**src/rtl/al_serial_alu_pkg.sv**
```systemverilog
// Shared definitions for the bit-serial ALU: op codes, FSM state encoding
// and the per-op initial value of the inter-bit carry.
package al_serial_alu_pkg;

    typedef logic [1:0] op_t;

    localparam op_t OP_ADD    = 2'b00;
    localparam op_t OP_SUB    = 2'b01;
    localparam op_t OP_A_LE_B = 2'b10;
    localparam op_t OP_RSVD   = 2'b11;

    typedef logic [1:0] state_t;

    localparam state_t ST_IDLE = 2'd0;
    localparam state_t ST_BUSY = 2'd1;
    localparam state_t ST_DONE = 2'd2;

    localparam logic CINIT_ADD    = 1'b0;
    localparam logic CINIT_SUB    = 1'b1;
    localparam logic CINIT_A_LE_B = 1'b1;

    // Subtract-style ops start with carry 1 (the +1 of two's-complement
    // negation); the reserved code behaves as ADD.
    function automatic logic carry_init(input op_t op);
        case (op)
            OP_SUB:    carry_init = CINIT_SUB;
            OP_A_LE_B: carry_init = CINIT_A_LE_B;
            default:   carry_init = CINIT_ADD;
        endcase
    endfunction

endpackage

```
**src/rtl/al_serial_alu_if.sv**
```systemverilog
// Request/response bundle of the bit-serial ALU.
// Optional rsp_ovf signal exists only when AL_SERIAL_ALU_OVF_EN is defined.
interface al_serial_alu_if
    import al_serial_alu_pkg::*;
#(
    parameter int W = 32
);
    logic         req_valid;
    logic         req_ready;
    op_t          req_op;
    logic [W-1:0] req_a;
    logic [W-1:0] req_b;
    logic         rsp_valid;
    logic         rsp_ready;
    logic [W-1:0] rsp_result;
    logic         rsp_flag;
`ifdef AL_SERIAL_ALU_OVF_EN
    logic         rsp_ovf;
`endif

    modport master (
        output req_valid, req_op, req_a, req_b, rsp_ready,
        input  req_ready, rsp_valid, rsp_result, rsp_flag
`ifdef AL_SERIAL_ALU_OVF_EN
        , input rsp_ovf
`endif
    );

    modport slave (
        input  req_valid, req_op, req_a, req_b, rsp_ready,
        output req_ready, rsp_valid, rsp_result, rsp_flag
`ifdef AL_SERIAL_ALU_OVF_EN
        , output rsp_ovf
`endif
    );

endinterface

```
**src/rtl/al_serial_alu_slice.sv**
```systemverilog
// One-bit add/sub/compare slice. SUB computes a + ~b + c, A_LE_B computes
// b + ~a + c; both reduce to the same sum bit and differ only in which
// operand generates the carry when a != b.
module al_serial_alu_slice
    import al_serial_alu_pkg::*;
(
    input  op_t  op,
    input  logic a,
    input  logic b,
    input  logic c,
    output logic s,
    output logic c_nxt
);

    // Sum and carry-out for the selected mode; reserved op falls to ADD.
    always_comb begin
        s     = a ^ b ^ c;
        c_nxt = (a == b) ? a : c;
        case (op)
            OP_SUB: begin
                s     = ~(a ^ b ^ c);
                c_nxt = (a != b) ? a : c;
            end
            OP_A_LE_B: begin
                s     = ~(a ^ b ^ c);
                c_nxt = (a != b) ? b : c;
            end
            default: ;
        endcase
    end

endmodule

```
**src/rtl/al_serial_alu.sv**
```systemverilog
// Bit-serial ALU controller: runs one slice across W-bit operands LSB first,
// W cycles per operation, with valid/ready request and response ports.
// Optional signed-overflow output enabled by AL_SERIAL_ALU_OVF_EN.
//
// state   | meaning
// --------+-----------------------------------------------
// ST_IDLE | ready for a request, operands latched on accept
// ST_BUSY | one bit per cycle, counter 0..W-1
// ST_DONE | response valid and held until rsp_ready
module al_serial_alu
    import al_serial_alu_pkg::*;
#(
    parameter int W = 32
) (
    input  logic           clk,
    input  logic           rst,
    al_serial_alu_if.slave bus
);

    localparam int CW = $clog2(W);

    state_t        state_q;
    logic [CW-1:0] cnt_q;
    op_t           op_q;
    logic [W-1:0]  a_q;
    logic [W-1:0]  b_q;
    logic [W-1:0]  res_q;
    logic          c_q;
    logic [W-1:0]  rsp_result_q;
    logic          rsp_flag_q;

    logic          s_bit;
    logic          c_nxt;
    logic          last_bit;
    logic [W-1:0]  res_nxt;

    al_serial_alu_slice u_slice (
        .op    (op_q),
        .a     (a_q[0]),
        .b     (b_q[0]),
        .c     (c_q),
        .s     (s_bit),
        .c_nxt (c_nxt)
    );

    assign last_bit = (cnt_q == CW'(W - 1));
    assign res_nxt  = (res_q >> 1) | {s_bit, {(W-1){1'b0}}};

    // Handshake outputs; ready is suppressed for as long as reset is held.
    assign bus.req_ready  = (state_q == ST_IDLE) && !rst;
    assign bus.rsp_valid  = (state_q == ST_DONE);
    assign bus.rsp_result = rsp_result_q;
    assign bus.rsp_flag   = rsp_flag_q;

    // FSM, operand shifters, carry chain and response capture.
    always_ff @(posedge clk or posedge rst) begin
        if (rst) begin
            state_q      <= ST_IDLE;
            cnt_q        <= '0;
            op_q         <= OP_ADD;
            a_q          <= '0;
            b_q          <= '0;
            res_q        <= '0;
            c_q          <= 1'b0;
            rsp_result_q <= '0;
            rsp_flag_q   <= 1'b0;
        end else begin
            case (state_q)
                ST_IDLE: begin
                    if (bus.req_valid) begin
                        op_q    <= bus.req_op;
                        a_q     <= bus.req_a;
                        b_q     <= bus.req_b;
                        c_q     <= carry_init(bus.req_op);
                        cnt_q   <= '0;
                        state_q <= ST_BUSY;
                    end
                end
                ST_BUSY: begin
                    a_q   <= a_q >> 1;
                    b_q   <= b_q >> 1;
                    res_q <= res_nxt;
                    c_q   <= c_nxt;
                    if (last_bit) begin
                        rsp_result_q <= res_nxt;
                        rsp_flag_q   <= c_nxt;
                        state_q      <= ST_DONE;
                    end else begin
                        cnt_q <= cnt_q + 1'b1;
                    end
                end
                ST_DONE: begin
                    if (bus.rsp_ready) begin
                        state_q <= ST_IDLE;
                    end
                end
                default: state_q <= ST_IDLE;
            endcase
        end
    end

`ifdef AL_SERIAL_ALU_OVF_EN
    logic ovf_q;

    assign bus.rsp_ovf = ovf_q;

    // Signed overflow = carry into MSB xor carry out; not meaningful for compare.
    always_ff @(posedge clk or posedge rst) begin
        if (rst) begin
            ovf_q <= 1'b0;
        end else if (state_q == ST_BUSY && last_bit) begin
            ovf_q <= (op_q == OP_A_LE_B) ? 1'b0 : (c_q ^ c_nxt);
        end
    end
`endif

endmodule

```
**src/flat_wrapper.sv**
```systemverilog
// flat-port wrapper written by rule: the top's interface ports become plain ports
module al_serial_alu_flat import al_serial_alu_pkg::*;
#(
    parameter int W = 32
)
  (clk, rst, bus_req_valid, bus_req_op, bus_req_a, bus_req_b, bus_rsp_ready, bus_req_ready, bus_rsp_valid, bus_rsp_result, bus_rsp_flag);
  al_serial_alu_if #(.W(W)) bus_i ();
  input  logic clk;
  input  logic rst;
  input wire logic [$bits(bus_i.req_valid)-1:0] bus_req_valid;
  input wire logic [$bits(bus_i.req_op)-1:0] bus_req_op;
  input wire logic [$bits(bus_i.req_a)-1:0] bus_req_a;
  input wire logic [$bits(bus_i.req_b)-1:0] bus_req_b;
  input wire logic [$bits(bus_i.rsp_ready)-1:0] bus_rsp_ready;
  output wire logic [$bits(bus_i.req_ready)-1:0] bus_req_ready;
  output wire logic [$bits(bus_i.rsp_valid)-1:0] bus_rsp_valid;
  output wire logic [$bits(bus_i.rsp_result)-1:0] bus_rsp_result;
  output wire logic [$bits(bus_i.rsp_flag)-1:0] bus_rsp_flag;
  assign bus_i.req_valid = bus_req_valid;
  assign bus_i.req_op = bus_req_op;
  assign bus_i.req_a = bus_req_a;
  assign bus_i.req_b = bus_req_b;
  assign bus_i.rsp_ready = bus_rsp_ready;
  assign bus_req_ready = bus_i.req_ready;
  assign bus_rsp_valid = bus_i.rsp_valid;
  assign bus_rsp_result = bus_i.rsp_result;
  assign bus_rsp_flag = bus_i.rsp_flag;
  al_serial_alu #(.W(W)) u_core (.clk(clk), .rst(rst), .bus(bus_i));
endmodule
```
**config.mk**
```make
export PLATFORM = sky130hd
export DESIGN_NAME = al_serial_alu_flat
export DESIGN_NICKNAME = d
export VERILOG_FILES = /design/src/rtl/al_serial_alu_pkg.sv /design/src/rtl/al_serial_alu_if.sv /design/src/rtl/al_serial_alu_slice.sv /design/src/rtl/al_serial_alu.sv /design/src/flat_wrapper.sv
export SDC_FILE = /design/constraint.sdc
export NUM_CORES = 1
export LEC_CHECK = 0
export BUFFER_PORTS_ARGS = -buffer_cell sky130_fd_sc_hd__clkbuf_2
export CELL_PAD_IN_SITES_DETAIL_PLACEMENT = 0
export CELL_PAD_IN_SITES_GLOBAL_PLACEMENT = 2
export CORE_MARGIN = 4
export CORE_UTILIZATION = 36
export DETAILED_ROUTE_END_ITERATION = 10
export HOLD_SLACK_MARGIN = 0.02
export PLACE_DENSITY_LB_ADDON = 0.1
export SETUP_SLACK_MARGIN = 0.15
export SYNTH_ARGS = -nofsm -noshare
export SYNTH_HDL_FRONTEND = slang
export SYNTH_HIERARCHICAL = 1
export SYNTH_SLANG_ARGS = --single-unit
```
**constraint.sdc**
```tcl
create_clock -name clk -period 6.2 [get_ports clk]
set_input_delay 1.24 -clock clk [delete_from_list [all_inputs] [get_ports clk]]
set_output_delay 1.24 -clock clk [all_outputs]
set_load 0.01 [all_outputs]
```
==> results of run 1 <==
[cells in the final DEF (no fill, tap or decap), types with 4 or more instances in the layout]
cell,count
sky130_fd_sc_hd__clkbuf_16,17
sky130_fd_sc_hd__mux2_2,7
sky130_fd_sc_hd__mux2_4,29
sky130_fd_sc_hd__clkbuf_2,104
sky130_fd_sc_hd__o21ai_1,13
sky130_fd_sc_hd__o21ai_0,53
sky130_fd_sc_hd__a21oi_1,63
sky130_fd_sc_hd__ha_1,4
sky130_fd_sc_hd__clkinv_2,4
sky130_fd_sc_hd__nand2_1,98
sky130_fd_sc_hd__dfrtp_1,136
sky130_fd_sc_hd__inv_1,5
sky130_fd_sc_hd__nor2b_1,63
sky130_fd_sc_hd__a22oi_1,63
sky130_fd_sc_hd__buf_4,7
[critical path, stage by stage (launching register included)]
cell and delay, ns:
sky130_fd_sc_hd__dfrtp_2 0.80, sky130_fd_sc_hd__buf_4 0.53, sky130_fd_sc_hd__nor3_1 0.10, sky130_fd_sc_hd__clkbuf_2 0.14
[through the flow]
step	cell area, sq um	util	total power, mW
finish	7610	0.438	3.48
global route	7610	0.438	3.76
CTS	7610	0.438	3.54
detailed placement	7040	0.406	2.53
global placement	7040	0.406	2.48
floorplan	6400	-	2.24
[state kept, by name (all words and copies together), names as in the netlist]
| signal | flops |
|---|---|
| u_core/bus.rsp_result | 32 |
| u_core/b_q | 32 |
| u_core/op_q | 2 |
| u_core/state_q | 2 |
| u_core/a_q | 32 |
| u_core/bus.rsp_flag | 1 |
| u_core/c_q | 1 |
| u_core/cnt_q | 5 |
| u_core/res_q | 31 |
[cell type report]
cell class,count,share of cell area
Inverter,6,0.00362
Tap cell,225,0.0370
Clock buffer,22,0.0623
Timing Repair Buffer,111,0.0753
Clock inverter,8,0.0125
Sequential cell,138,0.454
Multi-Input combinational cell,422,0.355
[synthesized netlist by cell type]
cell / count / area, sq um
sky130_fd_sc_hd__dfrtp_1: 138 / 3450
sky130_fd_sc_hd__nand2_1: 98 / 368
sky130_fd_sc_hd__nor2b_1: 65 / 407
sky130_fd_sc_hd__a21oi_1: 63 / 315
sky130_fd_sc_hd__a22oi_1: 63 / 473
sky130_fd_sc_hd__o21ai_0: 53 / 265
sky130_fd_sc_hd__mux2_4: 29 / 435
sky130_fd_sc_hd__buf_2: 24 / 120
sky130_fd_sc_hd__clkbuf_1: 15 / 56.3
sky130_fd_sc_hd__o21ai_1: 13 / 65.1
sky130_fd_sc_hd__mux2_2: 7 / 78.8
sky130_fd_sc_hd__inv_1: 6 / 22.5
sky130_fd_sc_hd__buf_6: 4 / 45.0
sky130_fd_sc_hd__ha_1: 4 / 50.1
sky130_fd_sc_hd__nand2b_1: 3 / 18.8
sky130_fd_sc_hd__xnor2_1: 3 / 26.3
sky130_fd_sc_hd__a22o_1: 2 / 17.5
sky130_fd_sc_hd__buf_1: 2 / 7.51
sky130_fd_sc_hd__nor3_1: 2 / 10.0
sky130_fd_sc_hd__nor3b_1: 2 / 15.0
sky130_fd_sc_hd__or3b_1: 2 / 17.5
sky130_fd_sc_hd__a211oi_1: 1 / 7.51
sky130_fd_sc_hd__and3_1: 1 / 6.26
sky130_fd_sc_hd__buf_4: 1 / 7.51
sky130_fd_sc_hd__mux2_1: 1 / 11.3
sky130_fd_sc_hd__mux2i_1: 1 / 10.0
sky130_fd_sc_hd__nand2_4: 1 / 11.3
sky130_fd_sc_hd__nand4_1: 1 / 6.26
sky130_fd_sc_hd__nor2_2: 1 / 6.26
sky130_fd_sc_hd__nor3b_2: 1 / 12.5
sky130_fd_sc_hd__nor3b_4: 1 / 18.8
sky130_fd_sc_hd__o2bb2ai_1: 1 / 8.76
sky130_fd_sc_hd__o311ai_1: 1 / 8.76
sky130_fd_sc_hd__or2b_1: 1 / 7.51
sky130_fd_sc_hd__xor2_1: 1 / 8.76
[metal layers]
metal,up-vias,share of wire
met1,2302,0.49
met2,95,0.45
li1,2305,-
met4,2,0.013
met5,-,0.00093
met3,14,0.048
[power by group]
part / total [mW] / leakage [nW] / internal, mW / switching [mW]
logic: 0.984 / 1.65 / 0.475 / 0.509
clock network: 0.987 / 0.278 / 0.616 / 0.371
registers: 1.51 / 1.81 / 1.24 / 0.273
[worst min path at each step]
stage	start	endpoint	slack, ns	cells after the start
2_1_floorplan	u_core/cnt_q[3]	u_core/cnt_q[3]	0.44	1
3_3_place_gp	u_core/cnt_q[3]	u_core/cnt_q[3]	0.46	1
3_5_place_dp	u_core/cnt_q[3]	u_core/cnt_q[3]	0.47	1
4_1_cts	u_core/cnt_q[3]	u_core/cnt_q[3]	0.48	1
5_1_grt	u_core/res_q[1]	u_core/res_q[1]	0.50	2
6_report	u_core/cnt_q[3]	u_core/cnt_q[3]	0.47	1
[cells by family after synthesis]
logic type	count (synthesis)	share of synthesized area
muxes	38	0.0837
adders and majority gates	4	0.00782
buffers and inverters	52	0.0405
DFF	138	0.540
and+or+nand+nor	179	0.141
xor gates and xnor gates	4	0.00548
AOI/OAI and AO/OA	197	0.181
==> insert_results.sql, run 1 <==
INSERT INTO impl_metrics (metric_group, metric, value, unit) VALUES
('outcome', 'outcome', 'finished clean', ''),
('floorplan', 'floorplan.io_pins', '105', ''),
('sta', 'timing_worst_slew_pin_value', '1.07', 'ns'),
('sta', 'unrepaired_setup_endpoints_after_global_routing', 'no', ''),
('detailed_routing', 'drt-wirelength-per-cell', '16.2', 'um'),
('worst_setup_path', 'r2r_cells', '4', ''),
('worst_setup_path', 'crit_path_start_kind', 'register', ''),
('worst_setup_path', 'path_max_fanout', '37', ''),
('place', 'io_buffers', '104', ''),
('detailed_routing', 'route.final.wire_length', '15100', 'um'),
('clock_tree', 'cts_inserted_buffers', '17', ''),
('grt', 'global_route.usage.met3', '0.0404', ''),
('grt', 'groute.usage.overall', '0.156', ''),
('clock_tree', 'cts_root_buf', 'sky130_fd_sc_hd__clkbuf_16', ''),
('grt', 'groute.layer.met2.usage', '0.235', ''),
('worst_setup_path', 'critPathCapture', 'bus_req_ready', ''),
('yosys', 'avgSynthCellArea', '10.5', 'sq um'),
('grt', 'pin_count_of_the_biggest_net_entering_global_routing', '95', ''),
('clock_tree', 'worst_path_clk_slew', '0.06', 'ns'),
('floorplan', 'dieWidth', '141', 'um'),
('sta', 'timing.slew.headroom', '0.289', ''),
('worst_setup_path', 'reg2reg_slack', '3.69', 'ns'),
('finish', 'seqCellArea', '3460', 'sq um'),
('sta', 'fin_setup_tns', '0', 'ns'),
('grt', 'use_met1', '0.220', ''),
('worst_setup_path', 'worst-endpoint-required', '4.96', 'ns'),
('detailed_routing', 'final_antenna_net_count', '0', ''),
('floorplan', 'floorplan.initialDensity', '0.369', ''),
('finish', 'areaGrowthSynthToFinish', '18.9', '%'),
('worst_setup_path', 'critPathArrivalTime', '2.01', 'ns'),
('sta', 'max_clock_freq', '0.308', 'GHz'),
('worst_setup_path', 'critical_path.endpoint_type', 'output port', ''),
('detailed_routing', 'drtIter0Drc', '285', ''),
('clock_tree', 'tritoncts', 'yes', ''),
('hold_path', 'worst_hold_path_type', 'reg -> reg', ''),
('detailed_routing', 'firstDrtPassIters', '4', ''),
('finish', 'multi_input_area', '2700', 'sq um'),
('place', 'globalplace.congestion', '0.731', ''),
('job', 'cap_violations', '0', ''),
('clock_tree', 'insertion_delay', '0.41', 'ns'),
('clock_tree', 'clock_tree.buffer_depth', '2', ''),
('clock_tree', 'cts.sink_count', '138', ''),
('finish', 'fill_cells', '1687', ''),
('detailed_routing', 'ratio_of_routed_vias_to_standard_cells', '5.06', ''),
('grt', 'grt_antenna_before_repair', '1', ''),
('sta', 'slew_violations', '0', ''),
('floorplan', 'die_area', '20000', 'sq um'),
('grt', 'number_of_global_route_vias_before_repair', '4777', ''),
('pwr', 'powerDensity', '458', 'nW/um^2'),
('floorplan', 'die_h', '141', 'um'),
('detailed_routing', 'drc_errors', '0', ''),
('yosys', 'ys.warnings.count', '6', ''),
('sta', 'setup_viol', '0', ''),
('worst_setup_path', 'startpoint_of_the_most_critical_register_to_register_path', 'u_core/state_q[1]', ''),
('pwr', 'ir_worst_vdd', '0.214', 'mV'),
('clock_tree', 'cts-hold-fix-buffers', '0', ''),
('place', 'hpwl', '8750', 'um'),
('place', 'placed_cells_incl_taps', '902', ''),
('grt', 'grt_first_pass_wirelength', '25200', 'um'),
('floorplan', 'floorplan.rows', '48', ''),
('sta', 'report.final.hold_viol_count', '0', ''),
('yosys', 'yosys_register_bits', '138', ''),
('grt', 'grt_overflow_total', '0', ''),
('worst_setup_path', 'crit-reg2reg-capture', 'u_core/bus.rsp_result[26]', ''),
('sta', 'post-route-min-period', '3.25', 'ns'),
('place', 'post-place-ws', '3.02', 'ns'),
('worst_setup_path', 'path_class', 'reg -> out', ''),
('finish', 'insertedDiodeCount', '0', ''),
('sta', 'final_min_period_over_clock_period', '0.524', ''),
('yosys', 'synth.yosys.seq_area_share', '0.540', ''),
('sta', 'skew_final', '0.00479', 'ns');
Note: power is estimated with default switching activity, not from simulation.
==> run 2, diff against run 1 <==
ABC_AREA = 1   (was not set)
CORE_UTILIZATION = 30   (was 36)
clock period = 2.6 ns   (was 6.2 ns; I/O delays follow)
==> run 2 against run 1 <==
  * Sequential share of layout area is 0.15 points higher
  * First-iteration DRC count is 20% lower
  * Hold slack worse by 0.24 ns
  * Non-clock buffer count is 1 lower
  * Clock-buffer cell count is 4 lower
  * Largest cell class unchanged
  * Core utilization is 6.7 points lower
  * Register-to-register slack worse by 2.9 ns
==> insert_results.sql, run 2 <==
INSERT INTO impl_metrics (metric_group, metric, value, unit) VALUES
('yosys', 'synth.net_count', '807', ''),
('yosys', 'synth_top_area_share', '0.547', ''),
('sta', 'slew_violations', '0', ''),
('grt', 'grt_overflow_total', '0', ''),
('worst_setup_path', 'critical_path.endpoint_type', 'register', ''),
('place', 'detailed_place.area', '6960', 'sq um'),
('pwr', 'p_seq_frac', '0.374', ''),
('yosys', 'synth_enable_flop_cells', '0', ''),
('detailed_routing', 'vias', '4712', ''),
('sta', 'setup_viol', '0', ''),
('detailed_routing', 'route.final.wire_length', '13200', 'um'),
('finish', 'insertedDiodeCount', '0', ''),
('place', 'globalplace.congestion', '0.733', ''),
('clock_tree', 'insertion_delay', '0.41', 'ns'),
('sta', 'timing.slew.headroom', '0.635', ''),
('pwr', 'powerDensity', '1180', 'nW/um^2'),
('yosys', 'yosys_register_bits', '138', ''),
('worst_setup_path', 'slowest_delay', '0.41', 'ns'),
('worst_setup_path', 'cp_cell_sequence', 'ha_1 > nand2_1 > nor2_1 > ha_1 > nand2_2 > buf_12 > nand2_1 > o21ai_2', ''),
('pwr', 'leakage', '3.73', 'nW'),
('grt', 'groute.usage.overall', '0.118', ''),
('clock_tree', 'clock_tree.buffer_depth', '2', ''),
('yosys', 'synth.cell_area', '6310', 'sq um'),
('finish', 'layout.cell_area.non_filler', '7580', 'sq um'),
('sta', 'final_min_period_over_clock_period', '0.709', ''),
('floorplan', 'die_area', '23400', 'sq um'),
('worst_setup_path', 'critPathArrivalTime', '2.18', 'ns'),
('finish', 'fill_cells', '2127', ''),
('worst_setup_path', 'path_max_fanout', '52', ''),
('yosys', 'synth.distinct_cells', '26', ''),
('worst_setup_path', 'critical_path.slowest_cell', 'sky130_fd_sc_hd__dfrtp_1', ''),
('worst_setup_path', 'worst-endpoint-required', '2.94', 'ns'),
('detailed_routing', 'final_antenna_net_count', '0', ''),
('job', 'cap_violations', '0', ''),
('yosys', 'synth_area_leaders', 'sky130_fd_sc_hd__dfrtp_1, sky130_fd_sc_hd__nand2_1, sky130_fd_sc_hd__o21ai_0', ''),
('pwr', 'power_dissipated_by_switching_net_loads', '3.31', 'mW'),
('yosys', 'synthCells', '733', ''),
('floorplan', 'core', '20400', 'sq um'),
('hold_path', 'worst_hold_path_type', 'in -> async', ''),
('worst_setup_path', 'crit_path_start_kind', 'register', ''),
('grt', 'grt_first_pass_wirelength', '22800', 'um'),
('yosys', 'synth.yosys.seq_area_share', '0.547', ''),
('yosys', 'synth_top_area_cell', 'sky130_fd_sc_hd__dfrtp_1', ''),
('clock_tree', 'worst_path_clk_slew', '0.06', 'ns'),
('yosys', 'synth_common_cells', 'sky130_fd_sc_hd__nand2_1, sky130_fd_sc_hd__dfrtp_1, sky130_fd_sc_hd__inv_1, sky130_fd_sc_hd__o21ai_0, sky130_fd_sc_hd__o21ai_1', ''),
('yosys', 'ys.warnings.count', '6', ''),
('floorplan', 'floorplan.initialDensity', '0.309', ''),
('sta', 'max_clock_freq', '0.542', 'GHz'),
('floorplan', 'dieWidth', '153', 'um'),
('grt', 'number_of_global_route_vias_before_repair', '4575', ''),
('clock_tree', 'cts_resized', '0', ''),
('worst_setup_path', 'cp.buffers_inverters', '1', ''),
('pwr', 'power.share.switching', '0.370', ''),
('clock_tree', 'cts_root_buf', 'sky130_fd_sc_hd__clkbuf_16', ''),
('detailed_routing', 'ratio_of_routed_vias_to_standard_cells', '4.27', ''),
('place', 'io_buffers', '104', ''),
('sta', 'post-route-min-period', '1.84', 'ns'),
('clock_tree', 'tritoncts', 'yes', ''),
('clock_tree', 'cts_h_tree_depth', '4', ''),
('floorplan', 'floorplan.io_pins', '105', ''),
('floorplan', 'die_h', '153', 'um'),
('finish', 'final_layout_size_suffix_gt1_frac', '0.216', ''),
('yosys', 'avgSynthCellArea', '8.61', 'sq um'),
('clock_tree', 'cts_inserted_buffers', '17', ''),
('sta', 'unrepaired_setup_endpoints_after_global_routing', 'no', ''),
('pwr', 'power.share.combinational', '0.344', ''),
('pwr', 'ir_worst_vdd', '0.516', 'mV'),
('grt', 'pin_count_of_the_biggest_net_entering_global_routing', '125', ''),
('sta', 'final_worst_setup_slack', '0.757', 'ns'),
('detailed_routing', 'drtIter0Drc', '227', ''),
('finish', 'multi_input_area', '2120', 'sq um'),
('finish', 'most_common_library_cell_in_the_layout_ignoring_fill_and_taps', 'sky130_fd_sc_hd__nand2_1', ''),
('detailed_routing', 'drt-wirelength-per-cell', '12.0', 'um'),
('finish', 'finish.cell_count_without_fillers', '1104', ''),
('finish', 'fin_util', '0.371', ''),
('sta', 'fin_setup_tns', '0', 'ns'),
('finish', 'areaGrowthSynthToFinish', '20.1', '%'),
('finish', 'seqCellArea', '3450', 'sq um'),
('clock_tree', 'cts.sink_count', '138', ''),
('detailed_routing', 'drc_errors', '0', ''),
('sta', 'fin_worst_hold_slack', '0.231', 'ns'),
('grt', 'grt_antenna_before_repair', '0', ''),
('place', 'placed_cells_incl_taps', '1072', ''),
('pwr', 'internal-power', '5.65', 'mW'),
('floorplan', 'floorplan.rows', '52', ''),
('worst_setup_path', 'cp_top_family', 'simple AND/OR/NAND/NOR gates', ''),
('place', 'hpwl', '8570', 'um'),
('worst_setup_path', 'path_class', 'reg -> reg', ''),
('worst_setup_path', 'crit-reg2reg-capture', 'u_core/bus.rsp_result[22]', ''),
('finish', 'final_nets', '895', ''),
('detailed_routing', 'firstDrtPassIters', '5', ''),
('clock_tree', 'cts-hold-fix-buffers', '0', ''),
('sta', 'timing_worst_slew_pin_value', '0.547', 'ns'),
('clock_tree', 'cts_setup_buffers', '0', ''),
('pwr', 'total_power', '8.97', 'mW'),
('outcome', 'outcome', 'finished clean', ''),
('yosys', 'synth.most_common_cell', 'sky130_fd_sc_hd__nand2_1', ''),
('sta', 'report.final.hold_viol_count', '0', ''),
('worst_setup_path', 'reg2reg_slack', '0.76', 'ns'),
('sta', 'skew_final', '0.00556', 'ns'),
('worst_setup_path', 'r2r_cells', '8', ''),
('finish', 'mostFrequentLayoutCells', 'sky130_fd_sc_hd__nand2_1, sky130_fd_sc_hd__dfrtp_1, sky130_fd_sc_hd__clkbuf_2', ''),
('yosys', 'synth_ff_type', 'sky130_fd_sc_hd__dfrtp_1', ''),
('place', 'post-place-ws', '0.781', 'ns'),
('yosys', 'synth_async_sr_flop_share', '1.00', ''),
('worst_setup_path', 'startpoint_of_the_most_critical_register_to_register_path', 'u_core/cnt_q[0]', ''),
('pwr', 'clk_pwr_share', '0.282', '');
## run 2: cell types whose count changed after synthesis, sizes merged, moves of 3 or more
cell,change
a21oi,-62
nand2,+133
o21ai,+121
xnor2,-3
mux2,-37
nor2,+5
nor3b,-3
nand3,+10
a22oi,-63
nor2b,-65
clkbuf,-6
nand2b,-3
inv,+102
## run 2: tightest hold or removal path, stage by stage
cell	delay, ns
sky130_fd_sc_hd__clkbuf_2	0.11
sky130_fd_sc_hd__clkinvlp_4	0.11
sky130_fd_sc_hd__buf_12	0.31
## run 2: power groups by stage
stage | logic [mW] | clock network [mW] | registers [mW]
5_1_grt | 3.64 | 2.73 | 3.45
3_5_place_dp | 3.14 | 0 | 3.40
6_report | 3.08 | 2.53 | 3.36
4_1_cts | 3.16 | 2.64 | 3.37
3_3_place_gp | 3.08 | 0 | 3.40
2_1_floorplan | 2.55 | 0 | 3.37
## run 2: kinds of logic after synthesis
logic type | after synthesis | share of synthesized area
mux | 1 | 0.00159
buf+inv | 149 | 0.117
xor+xnor | 1 | 0.00139
simple gates | 251 | 0.158
fa+ha+maj | 4 | 0.00793
compound gates | 189 | 0.166
flops | 138 | 0.547
## run 2: cell type report
type,instances,share of cell area
timing repair buffer,110,0.0829
sequential,138,0.456
inverter,108,0.0548
tap,270,0.0446
multi-input combinational,446,0.280
clock inverter,14,0.0243
clock buffer,18,0.0579
## run 2: worst max-delay path by stage
stage | endpoint | slack [ns] | from | depth (start not counted)
after floorplan | u_core/a_q[0] | 0.36 | rst | 1
after global placement | u_core/bus.rsp_result[27] | 0.84 | u_core/cnt_q[0] | 7
after detailed placement | u_core/bus.rsp_result[22] | 0.78 | u_core/cnt_q[0] | 8
after CTS | bus_req_ready | 0.73 | u_core/state_q[0] | 2
after global routing | u_core/bus.rsp_result[22] | 0.62 | u_core/cnt_q[0] | 8
final | u_core/bus.rsp_result[22] | 0.76 | u_core/cnt_q[0] | 8
## run 2: per-layer routing
| metal | track usage | share of wire | vias to the layer above | wire length (um) |
|---|---|---|---|---|
| met5 | 0 | 0 | - | 0 |
| met1 | 0.165 | 0.51 | 2128 | 6770 |
| met2 | 0.170 | 0.42 | 92 | 5590 |
| met3 | 0.0387 | 0.054 | 12 | 716 |
| li1 | - | - | 2480 | - |
| met4 | 0.0433 | 0.012 | 0 | 155 |
==> run 3, diff against run 2 <==
clock period = 1.6 ns   (was 2.6 ns; I/O delays follow)
==> run 3 against run 2 <==
  * Clock power increased by 56%
  * Combinational power is 100% higher
  * Final cell count rose by 3.2%
  * Global-route usage rose by 0.26 points
  * Critical endpoint is now bus_req_ready
  * Hold slack worse by 0.15 ns
  * Routed wire length rose by 23%
  * First-iteration DRC count up 37%
  * Die area stayed put
==> insert_results.sql, run 3 (same netlist as run 2, synthesis figures left out) <==
INSERT INTO impl_metrics (metric_group, metric, value, unit) VALUES
('outcome', 'outcome', 'finished clean', ''),
('place', 'hpwl', '9020', 'um'),
('clock_tree', 'cts_inserted_buffers', '17', ''),
('grt', 'grt-busiest-layer', 'met2', ''),
('clock_tree', 'worst_path_clk_slew', '0.06', 'ns'),
('grt', 'number_of_global_route_vias_before_repair', '4676', ''),
('pwr', 'powerDensity', '1930', 'nW/um^2'),
('grt', 'pin_count_of_the_biggest_net_entering_global_routing', '125', ''),
('floorplan', 'floorplan.io_pins', '105', ''),
('sta', 'max_clock_freq', '0.658', 'GHz'),
('clock_tree', 'clock_tree.buffer_depth', '2', ''),
('sta', 'skew_final', '0.00885', 'ns'),
('sta', 'final_min_period_over_clock_period', '0.950', ''),
('detailed_routing', 'drc_errors', '0', ''),
('clock_tree', 'cts_root_buf', 'sky130_fd_sc_hd__clkbuf_16', ''),
('worst_setup_path', 'critPathArrivalTime', '1.20', 'ns'),
('detailed_routing', 'drt-wirelength-per-cell', '14.3', 'um'),
('finish', 'most_common_library_cell_in_the_layout_ignoring_fill_and_taps', 'sky130_fd_sc_hd__nand2_1', ''),
('clock_tree', 'cts.sink_count', '138', ''),
('pwr', 'clk_pwr_share', '0.254', ''),
('worst_setup_path', 'path_max_fanout', '4', ''),
('finish', 'fin_util', '0.395', ''),
('detailed_routing', 'firstDrtPassIters', '4', ''),
('sta', 'timing_worst_slew_pin_value', '0.523', 'ns'),
('detailed_routing', 'drtIter0Drc', '311', ''),
('floorplan', 'floorplan.rows', '52', ''),
('floorplan', 'floorplan.initialDensity', '0.309', ''),
('worst_setup_path', 'worst-endpoint-required', '1.28', 'ns'),
('detailed_routing', 'final_antenna_net_count', '0', ''),
('detailed_routing', 'ratio_of_routed_vias_to_standard_cells', '4.40', ''),
('sta', 'timing.slew.headroom', '0.652', ''),
('finish', 'areaGrowthSynthToFinish', '27.9', '%'),
('sta', 'unrepaired_setup_endpoints_after_global_routing', 'yes', ''),
('place', 'placed_cells_incl_taps', '1080', ''),
('sta', 'fin_setup_tns', '0', 'ns'),
('finish', 'final_nets', '930', ''),
('finish', 'final_layout_size_suffix_gt1_frac', '0.260', ''),
('grt', 'groute.usage.overall', '0.120', ''),
('finish', 'mostFrequentLayoutCells', 'sky130_fd_sc_hd__nand2_1, sky130_fd_sc_hd__dfrtp_1, sky130_fd_sc_hd__clkbuf_2', ''),
('grt', 'grt_first_pass_wirelength', '23200', 'um'),
('clock_tree', 'insertion_delay', '0.42', 'ns'),
('finish', 'finish.cell_count_without_fillers', '1139', ''),
('grt', 'use_met1', '0.166', ''),
('sta', 'fin_worst_hold_slack', '0.0808', 'ns'),
('sta', 'slew_violations', '0', ''),
('pwr', 'power.share.combinational', '0.396', ''),
('pwr', 'power_dissipated_by_switching_net_loads', '5.91', 'mW'),
('sta', 'report.final.hold_viol_count', '0', ''),
('floorplan', 'core', '20400', 'sq um'),
('sta', 'setup_viol', '0', ''),
('place', 'io_buffers', '104', ''),
('floorplan', 'dieWidth', '153', 'um'),
('place', 'globalplace.congestion', '0.775', ''),
('pwr', 'ir_worst_vdd', '0.718', 'mV'),
('sta', 'post-route-min-period', '1.52', 'ns'),
('worst_setup_path', 'critical_path.endpoint_type', 'output port', ''),
('grt', 'groute.layer.met2.usage', '0.183', ''),
('worst_setup_path', 'crit_path_start_kind', 'register', ''),
('floorplan', 'die_h', '153', 'um'),
('worst_setup_path', 'path_class', 'reg -> out', ''),
('pwr', 'p_seq_frac', '0.350', ''),
('detailed_routing', 'route.final.wire_length', '16300', 'um'),
('clock_tree', 'cts_h_tree_depth', '4', ''),
('grt', 'global_route.usage.met3', '0.0396', ''),
('pwr', 'internal-power', '9.64', 'mW'),
('floorplan', 'die_area', '23400', 'sq um'),
('grt', 'grt_antenna_before_repair', '0', ''),
('pwr', 'leakage', '3.97', 'nW'),
('grt', 'grt_overflow_total', '0', ''),
('hold_path', 'worst_hold_path_type', 'in -> reg', ''),
('pwr', 'power.share.switching', '0.380', ''),
('clock_tree', 'tritoncts', 'yes', ''),
('job', 'cap_violations', '0', ''),
('detailed_routing', 'vias', '5006', ''),
('finish', 'insertedDiodeCount', '0', '');
## run 3: layout make-up
cell class | count | area [sq um]
fill | 2132 | 12400
sequential | 138 | 3460
multi-input combinational | 447 | 2190
timing repair buffer | 144 | 1080
clock buffer | 18 | 429
inverter | 108 | 422
tap | 270 | 338
clock inverter | 14 | 160
## run 3: timing repair
item,in CTS,in global routing
endpoints found under the hold margin,1,0
cloned,0,11
setup endpoints to repair,42,109
pin swaps,4,5
buffers inserted,5,10
gates resized for setup,11,22
hold buffers,1,0
## run 3: worst paths after layout
check                                                from                        end  slack, ns  depth (start not counted)
worst max register to register            u_core/cnt_q[0]            u_core/cnt_q[1]       0.09                          9
worst min-delay path                        bus_rsp_ready          u_core/state_q[1]       0.08                          2
worst min register to register  u_core/bus.rsp_result[15]  u_core/bus.rsp_result[15]       0.48                          2
max in group asynchronous                             rst             u_core/b_q[25]       0.50                          4
min in group asynchronous                             rst          u_core/state_q[1]       0.39                          3
worst max-delay path                    u_core/state_q[0]              bus_req_ready       0.08                          3
## run 3: worst max-delay path, stage by stage (launching register included)
cell                      delay (ns)
sky130_fd_sc_hd__dfrtp_2        0.41
sky130_fd_sc_hd__buf_6          0.13
sky130_fd_sc_hd__nor3_4         0.10
sky130_fd_sc_hd__buf_2          0.15
## run 3: through the flow
stage / worst slack (ns) / cell area (sq um) / power, mW
CTS: 0.0663 / 7690 / 15.0
detailed placement: 0.0355 / 7020 / 10.8
global placement: 0.0862 / 7020 / 10.7
floorplan: -0.441 / 6320 / 9.64
global route: 0.00249 / 8070 / 16.9
finish: 0.0796 / 8070 / 15.6
## run 3: per-layer routing
metal	part of all wire	vias up
met4	0.0091	0
li1	-	2547
met1	0.48	2355
met3	0.041	10
met2	0.47	94
met5	0	-
## run 3: power groups by stage
| stage | clock network, mW | logic, mW | registers, mW |
|---|---|---|---|
| 2_1_floorplan | 0 | 4.16 | 5.48 |
| 3_3_place_gp | 0 | 5.18 | 5.51 |
| 3_5_place_dp | 0 | 5.29 | 5.52 |
| 4_1_cts | 4.10 | 5.47 | 5.45 |
| 5_1_grt | 4.23 | 7.06 | 5.60 |
| 6_report | 3.95 | 6.16 | 5.44 |
